`src/rtl/edge_detect.sv`:
```
// Per-bit rising/falling/any edge detector with one-cycle registered pulses and a saturating edge counter.
// Define EDGE_DETECT_SYNC_EN to put a two-flop synchroniser in front of the detector for asynchronous i_a.
module edge_detect #(
  parameter int WIDTH = 1,
  parameter int CNT_W = 8
) (
  input  logic             i_clk,
  input  logic             i_rst,
  input  logic [WIDTH-1:0] i_a,
  input  logic [1:0]       i_mode,
  input  logic             i_clr,
  output logic [WIDTH-1:0] o_out,
  output logic [WIDTH-1:0] o_rise,
  output logic [WIDTH-1:0] o_fall,
  output logic             o_any,
  output logic [CNT_W-1:0] o_count
);

  localparam logic [CNT_W-1:0] CNT_ONE = {{(CNT_W-1){1'b0}}, 1'b1};
  localparam logic [CNT_W-1:0] CNT_MAX = {CNT_W{1'b1}};

  logic [WIDTH-1:0] w_a;
  logic             w_src_ok;
  logic [WIDTH-1:0] w_rise;
  logic [WIDTH-1:0] w_fall;
  logic [WIDTH-1:0] w_out;
  logic             w_any;

  logic [WIDTH-1:0] r_prev;
  logic             r_armed;
  logic [WIDTH-1:0] r_out;
  logic [WIDTH-1:0] r_rise;
  logic [WIDTH-1:0] r_fall;
  logic             r_any;
  logic [CNT_W-1:0] r_count;

`ifdef EDGE_DETECT_SYNC_EN
  logic [WIDTH-1:0] r_sync1;
  logic [WIDTH-1:0] r_sync2;
  logic [1:0]       r_fill;

  // Arming is held off until both synchroniser stages carry post-reset samples.
  always_ff @(posedge i_clk or negedge i_rst) begin
    if (!i_rst) begin
      r_sync1 <= '0;
      r_sync2 <= '0;
      r_fill  <= 2'd0;
    end else begin
      r_sync1 <= i_a;
      r_sync2 <= r_sync1;
      if (r_fill != 2'd2) begin
        r_fill <= r_fill + 2'd1;
      end
    end
  end

  assign w_a      = r_sync2;
  assign w_src_ok = (r_fill == 2'd2);
`else
  assign w_a      = i_a;
  assign w_src_ok = 1'b1;
`endif

  always_comb begin
    w_rise = '0;
    w_fall = '0;
    w_out  = '0;
    if (r_armed) begin
      w_rise = w_a & ~r_prev;
      w_fall = ~w_a & r_prev;
    end
    case (i_mode)
      2'b00:   w_out = w_rise;
      2'b01:   w_out = w_fall;
      2'b10:   w_out = w_rise | w_fall;
      default: w_out = '0;
    endcase
    w_any = |w_out;
  end

  always_ff @(posedge i_clk or negedge i_rst) begin
    if (!i_rst) begin
      r_prev  <= '0;
      r_armed <= 1'b0;
      r_out   <= '0;
      r_rise  <= '0;
      r_fall  <= '0;
      r_any   <= 1'b0;
      r_count <= '0;
    end else begin
      // The first valid clock only captures the input; no edge is reported for it.
      if (w_src_ok) begin
        r_prev  <= w_a;
        r_armed <= 1'b1;
      end
      r_out  <= w_out;
      r_rise <= w_rise;
      r_fall <= w_fall;
      r_any  <= w_any;
      if (i_clr) begin
        r_count <= '0;
      end else if (w_any && (r_count != CNT_MAX)) begin
        r_count <= r_count + CNT_ONE;
      end
    end
  end

  assign o_out   = r_out;
  assign o_rise  = r_rise;
  assign o_fall  = r_fall;
  assign o_any   = r_any;
  assign o_count = r_count;

endmodule

```
`config.mk`:
```
export PLATFORM = sky130hd
export DESIGN_NAME = edge_detect
export DESIGN_NICKNAME = d
export VERILOG_FILES = /design/src/rtl/edge_detect.sv
export SDC_FILE = /design/constraint.sdc
export NUM_CORES = 1
export LEC_CHECK = 0
export ABC_AREA = 0
export BUFFER_PORTS_ARGS = -buffer_cell sky130_fd_sc_hd__buf_4
export CAP_MARGIN = 20
export CORE_MARGIN = 2
export CORE_UTILIZATION = 48
export CTS_CLUSTER_SIZE = 28
export DETAILED_ROUTE_END_ITERATION = 10
export PLACE_DENSITY = 0.75
export SETUP_SLACK_MARGIN = 0.15
export SLEW_MARGIN = 25
export SYNTH_ARGS = -nofsm -noshare
export SYNTH_HDL_FRONTEND = slang
export SYNTH_SLANG_ARGS = --single-unit
```
`constraint.sdc`:
```
create_clock -name i_clk -period 1.6 [get_ports i_clk]
set_input_delay 0.08 -clock i_clk [delete_from_list [all_inputs] [get_ports i_clk]]
set_output_delay 0.08 -clock i_clk [all_outputs]
set_load 0.005 [all_outputs]
```
## After elaboration in Yosys (flattened, before gate mapping)

Index checks and enable logic that the tools add are counted.

| storage, ports and cells | value |
|---|---|
| logic and storage cells | 23 |
| input bits | 6 |
| output and inout port bits | 12 |
| flip-flop bits (word level) | 13 |

| cells by class | value |
|---|---|
| bitwise logic cells | 5 |
| reductions and logical operators | 3 |
| $add $sub $neg | 1 |
| eq/ne operators | 3 |
| muxes and demuxes | 5 |

Operators by type and width:

| operator | count |
|---|---|
| 8-bit 2-to-1 mux | 2 |
| 8-bit by 1-bit adder with 8-bit output, second input constant | 1 |
| 8-bit inequality test, second input constant | 1 |
| 1-bit one-hot mux with 3 select lines | 1 |
| 1-bit bitwise AND | 2 |
| 2-bit by 1-bit equality test with 1-bit output, second input constant | 1 |
| 2-bit equality test, second input constant | 1 |
| 2-bit zero test | 1 |
| 1-bit 2-to-1 mux | 2 |
| 1-bit NOT | 2 |
| 2-bit nonzero test | 1 |
| 1-bit logical AND | 1 |
| 1-bit OR | 1 |

## Depth between registers and ports, before layout

Gate-level depths: netlist of run 1.

| depth | value |
|---|---|
| depth in word-level cells | 8 |
| gate-level depth with buffers | 6 |
| gate-level depth less buffers | 5 |

## Least setup slack after synthesis of run 1

OpenSTA, ideal clock, no wires.

| path | value |
|---|---|
| kind | reg2reg |
| start | reg r_prev |
| end | reg r_count[4], in the netlist o_count[4] |
| clock period less this slack | 1477 ps |
| required time | 1522 ps |
| buffers on the path | 1 |
| path slack | 123 ps |
| library setup time | 78 ps |
| cell stages (with the launch flop) | 6 |
| arrival time | 1400 ps |
| cell sequence | dfrtp_1 and4bb_1 a21oi_2 buf_6 or4_1 a21oi_1 |

| on the way | value |
|---|---|
| cells in the longest elaborated chain, start to end | 7 |

Ends and longest elaborated chain:

| what | RTL line | RTL |
|---|---|---|
| from (decl) | 29 | `logic [WIDTH-1:0] r_prev;` |
| from (signal assigned) | 93 | `r_prev <= w_a;` |
| 1-bit NOT | 69 | `w_rise = w_a & ~r_prev;` |
| 1-bit bitwise AND | 69 |  |
| 1-bit 2-to-1 mux | 68 | `if (r_armed) begin` |
| 1-bit OR | 75 | `2'b10: w_out = w_rise \| w_fall;` |
| 1-bit one-hot mux with 3 select lines * | 72 | `case (i_mode)` |
| 1-bit logical AND * | 102 | `end else if (w_any && (r_count != CNT_MAX)) begin` |
| 2-bit nonzero test (no line) * | -- |  |
| to (signal assigned) | 103 | `r_count <= r_count + CNT_ONE;` |
| to (decl) | 35 | `logic [CNT_W-1:0] r_count;` |

Every way passes the cells marked *; elsewhere a longest branch is shown, timed or not.
A chain may end at the register's enable or synchronous reset.

## Worst setup path in the final report of run 1

Ends and elaborated chain as after synthesis.

==> results.toml, run 1 <==
[finish]
final_common_cell = "buf_4"
multi_input_area_um2 = 309
register_area_um2 = 325
fill_cells = 101
layout_common_cells = "buf_4 (21), dfrtp_1 (13), nand2_1 (4)"
drive_above_1_share = 0.424
num_antenna_cells = 0
num-nets-final = 93
fin_area_um2 = 865
synthToLayoutAreaGrowth_pct = 37.9

[die]
core_area_um2 = 1250
die_h_um = 40.1
initial_core_util = 0.500
io_pins = 18
num_rows = 13
dieArea_um2 = 1610
die_x_um = 40.1

[hold_path]
hold_path_class = "in -> reg"
hold_path.startpoint = "i_clr"
hold_depth = 2
min_to = "o_count[7]"

[worst_setup_path]
r2r-end = "o_count[4]"
rrSetupSlack_ns = 0.09
critPathKind = "reg -> reg"
r2r_start = "r_prev"
rr_worst_depth = 4
cp_cell_sequence = "and4bb_1, a21oi_4, or4_4, a21oi_2"
end_kind = "flip-flop"
cp.required_ns = 1.82
crit_fanout = 11
crit_arrival_ns = 1.74
critPathMaxStageDelay_ns = 0.53
startpoint_type = "flip-flop"
slowest_stage = "or4_4"
startpoint = "r_prev"

[routing]
vias = 535
drtPass1Iterations = 2
drc = 0
drt-total-wl_um = 1350
post_drt_wl_per_cell_um = 13.5
initialDrtViolationCount = 6
ant_nets = 0
viasPerCell = 5.35

[sta]
hold_violations = 0
tns_ns = 0
slew_viol_final = 0
whs_ns = 0.0197
setup_ws_ns = 0.0850
fin_crit_ns = 1.51
rsz0062_at_grt = "true"
finalSetupViolCount = 0
period_share = 0.947
fin_skew_ns = 0.00864
fmax_ghz = 0.660

[logic_synthesis]
yosysUniqueCellTypes = 29
synth_fa_ha_area_frac = 0.0200
ys_seq_elements = 13
synth_compound_area_frac = 0.124
synthMuxAreaShare = 0.0339
yosysWarnings = 0
synth_area_per_cell_um2 = 10.3
synth_top_family_by_area = "simple AND/OR/NAND/NOR gates"
synth_fp_nets = 68
netlist_instances = 61
synth_simple_gate_area_share = 0.236
synthXorXnorAreaFrac = 0.0140
synth_area_um2 = 627
ys_seq_area_frac = 0.519

[cts]
cts-root-buf = "clkbuf_4"
clkTransAtPathRegs_ns = 0.09
numCtsBuffers = 3
ctsLongestPathBuffers = 2
cts_sinks = 13
clock_latency_ns = 0.29
cts_tree = "done"
htree_levels = 1

[placement]
hpwl_um = 936
gp_congestion = 0.852
postPlaceCellArea_um2 = 766
pre_cts_ws_ns = 0.0333
io_buffers = 17

[power]
ir_drop_uv = 422
p_per_area_nw_per_um2 = 715
total_power_w = 0.000619
p_leak_nw = 0.398

[global_route]
grt_max_degree = 14
overflow = 0
antenna_found_initial = 0
grt_pass1_wl_um = 2010
grt_pass1_vias = 482
track_usage = 0.205

[run]
cap_violations = 0

[outcome]
status = "finished, final reports clean"
==> worst max path at each step <==
stage	endpoint	slack, ns	depth (start not counted)
global placement	o_count[3]	0.11	5
finish	o_count[4]	0.09	4
global route	o_count[4]	0.01	4
detailed placement	o_count[6]	0.03	5
CTS	o_count[4]	0.07	4
floorplan	o_count[4]	0.12	5
==> layout make-up <==
type | instances | share of cell area
flip-flops and latches | 13 | 0.376
multi-input cells | 43 | 0.357
repair buffers | 23 | 0.205
clock buffers | 4 | 0.0304
well taps | 15 | 0.0217
inverters | 2 | 0.00868
==> critical path, delay by kind of cell (launching register included) <==
kind / cells / cell delay [ns]
and+or+nand+nor: 2 / 0.86
AOI/OAI and AO/OA: 2 / 0.20
DFF: 1 / 0.40
==> power by group <==
group / switching (W) / internal [W]
combinational: 0.0000311 / 0.0000343
sequential: 0.00000516 / 0.000336
clock: 0.000115 / 0.0000969
total: 0.000151 / 0.000467
==> cell usage after synthesis (all sizes together) <==
library cell	count	area, µm²
dfrtp	13	325
a21oi	7	38.8
nand2	4	15.0
nor2	4	15.0
buf	3	22.5
nor3	3	15.0
o31ai	3	22.5
or4	3	22.5
inv	2	7.51
nand2b	2	12.5
nand3	2	10.0
o21ai	2	10.0
a31oi	1	6.26
and3	1	6.26
and3b	1	10.0
and4	1	8.76
and4bb	1	12.5
conb	1	3.75
ha	1	12.5
mux2	1	11.3
mux2i	1	10.0
nand4	1	6.26
nor2b	1	6.26
or3	1	7.51
xor2	1	8.76
==> registers in the layout (all words and copies together) (netlist names) <==
signal / count
r_armed: 1
r_prev: 1
o_fall: 1
o_count: 8
o_any: 1
o_rise: 1
==> metrics by stage <==
step | cells | utilization
floorplan | 61 | -
global placement | 92 | 0.611
detailed placement | 92 | 0.611
CTS | 100 | 0.676
global route | 100 | 0.690
finish | 100 | 0.690
==> per-layer routing <==
layer / GRT usage / up-vias / share of wire
li1: - / 265 / -
met1: 0.242 / 252 / 0.42
met2: 0.319 / 14 / 0.50
met3: 0.0500 / 4 / 0.044
met4: 0.155 / 0 / 0.030
met5: 0 / - / 0
==> cells by family (layout without fill, tap and decap cells) <==
logic type / after synthesis / in the layout
AO/OA/AOI/OAI: 13 / 13
XOR/XNOR: 1 / 1
adder cells (fa/ha/maj): 1 / 1
buffers and inverters: 5 / 29
flip-flops: 13 / 13
multiplexers: 2 / 2
other: 1 / 1
AND/OR/NAND/NOR: 25 / 25
==> timing repair <==
item	CTS	global route
hold buffers	2	0
hold endpoints to repair	14	0
buffers inserted	2	0
pin swaps	1	3
gates resized for setup	4	5
setup endpoints to repair	6	6
Note: power is estimated with default switching activity, not from simulation.
==> inputs of run 2 (changes only) <==
--- a/config.mk
+++ b/config.mk
@@ -8,11 +8,11 @@
 export ABC_AREA = 0
 export BUFFER_PORTS_ARGS = -buffer_cell sky130_fd_sc_hd__buf_4
 export CAP_MARGIN = 20
-export CORE_MARGIN = 2
-export CORE_UTILIZATION = 48
+export CORE_AREA = 2 2 39 41
 export CTS_CLUSTER_SIZE = 28
 export DETAILED_ROUTE_END_ITERATION = 10
-export PLACE_DENSITY = 0.75
+export DIE_AREA = 0 0 41 43
+export PLACE_DENSITY = 0.73
 export SETUP_SLACK_MARGIN = 0.15
 export SLEW_MARGIN = 25
 export SYNTH_ARGS = -nofsm -noshare
==> constraint.sdc (replaced) <==
create_clock -name i_clk -period 1.75 [get_ports i_clk]
set_input_delay 0.0875 -clock i_clk [delete_from_list [all_inputs] [get_ports i_clk]]
set_output_delay 0.0875 -clock i_clk [all_outputs]
set_load 0.005 [all_outputs]
==> results.toml, run 2 (same netlist as run 1, synthesis figures left out) <==
[die]
dieArea_um2 = 1760
die_h_um = 43
die_x_um = 41
core_area_um2 = 1380
initial_core_util = 0.453
num_rows = 14
io_pins = 18

[cts]
clock_latency_ns = 0.28
cts_tree = "done"
htree_levels = 1
numCtsBuffers = 3
cts-root-buf = "clkbuf_4"
clkTransAtPathRegs_ns = 0.08
cts_sinks = 13
postCtsSetupBuffers = 0
ctsLongestPathBuffers = 2

[worst_setup_path]
rr_worst_depth = 4
crit_end = "o_count[5]"
critPathKind = "reg -> reg"
end_kind = "flip-flop"
r2r-end = "o_count[5]"
cp.required_ns = 1.95
rrSetupSlack_ns = 0.22
crit_fanout = 11
r2r_start = "r_prev"
startpoint_type = "flip-flop"
crit_arrival_ns = 1.74
startpoint = "r_prev"

[finish]
synthToLayoutAreaGrowth_pct = 28.9
register_area_um2 = 325
final_common_cell = "buf_4"
multi_input_area_um2 = 282
layout_common_cells = "buf_4 (17), dfrtp_1 (13), a21oi_1 (6)"
num-nets-final = 89
num_antenna_cells = 0
fill_cells = 121
drive_above_1_share = 0.309
largest_reg_flops = 8
fin_cells = 97

[sta]
slew_viol_final = 0
hold_violations = 0
fmax_ghz = 0.653
rsz0062_at_grt = "true"
fin_skew_ns = 0.00350
finalSetupViolCount = 0
tns_ns = 0
period_share = 0.875
whs_ns = 0.0408
fin_crit_ns = 1.53

[routing]
initialDrtViolationCount = 10
vias = 530
drc = 0
drt-total-wl_um = 1240
drtPass1Iterations = 4
viasPerCell = 5.46
ant_nets = 0
post_drt_wl_per_cell_um = 12.8

[placement]
gp_congestion = 0.839
hpwl_um = 891
dp.cells = 91
io_buffers = 17

[power]
total_power_w = 0.000551
p_sw_w = 0.000128
clkPwrFrac = 0.336
p_per_area_nw_per_um2 = 681
p_leak_nw = 0.373
p_sw_frac = 0.232
comb_power_share = 0.097
intPower_w = 0.000423
p_seq_frac = 0.567
ir_drop_uv = 481

[global_route]
track_usage = 0.189
grt_max_degree = 14
grt_pass1_wl_um = 2150
overflow = 0
antenna_found_initial = 0
grt_pass1_vias = 491

[hold_path]
hold_path_class = "in -> reg"

[outcome]
status = "finished, final reports clean"

[run]
cap_violations = 0
==> run 2: final cells by class <==
class                   count  area share
flip-flops and latches     13       0.402
multi-input cells          43       0.348
repair buffers             19       0.183
clock buffers               4      0.0325
well taps                  16      0.0248
inverters                   2     0.00929
==> run 2: power groups by stage <==
stage	clock, W	combinational, W	sequential [W]
after floorplan	0	0.0000237	0.000318
after detailed placement	0	0.0000486	0.000318
after CTS	0.000186	0.0000523	0.000312
after global placement	0	0.0000469	0.000318
after global routing	0.000208	0.0000593	0.000314
final	0.000185	0.0000533	0.000312
==> run 2: timing repair <==
action / 4_1_cts / 5_1_grt
gates resized for setup: 0 / 2
setup endpoints to repair: 0 / 4
hold endpoints to repair: 14 / 0
hold buffers: 2 / 0
==> run 2: metal layers <==
layer  GRT usage  routed length [µm]
met2       0.263                 608
met1       0.240                 522
met3      0.0628                  72
met4       0.120                  38
met5           0                   0
==> run 2: how the worst min path moves through the flow <==
| stage | from | to | cells after the start |
|---|---|---|---|
| after floorplan | i_rst | o_any | 0 |
| after CTS | i_clr | o_count[7] | 2 |
| after global placement | i_rst | o_count[4] | 1 |
| final | i_clr | o_count[7] | 2 |
| after global routing | i_clr | o_count[5] | 2 |
| after detailed placement | i_rst | o_count[0] | 1 |
==> run 2: through the flow <==
stage | utilization | setup WS (ns) | area [µm²]
floorplan | - | 0.273 | 627
global placement | 0.543 | 0.266 | 752
detailed placement | 0.543 | 0.238 | 752
CTS | 0.577 | 0.213 | 798
global route | 0.584 | 0.134 | 808
finish | 0.584 | 0.219 | 808
==> run 2: worst max-delay path, cell delays in order, from the launching register on <==
cell and delay [ns]:
dfrtp_1 0.39, and4bb_1 0.31, a21oi_4 0.08, or4_1 0.52, a21oi_1 0.15
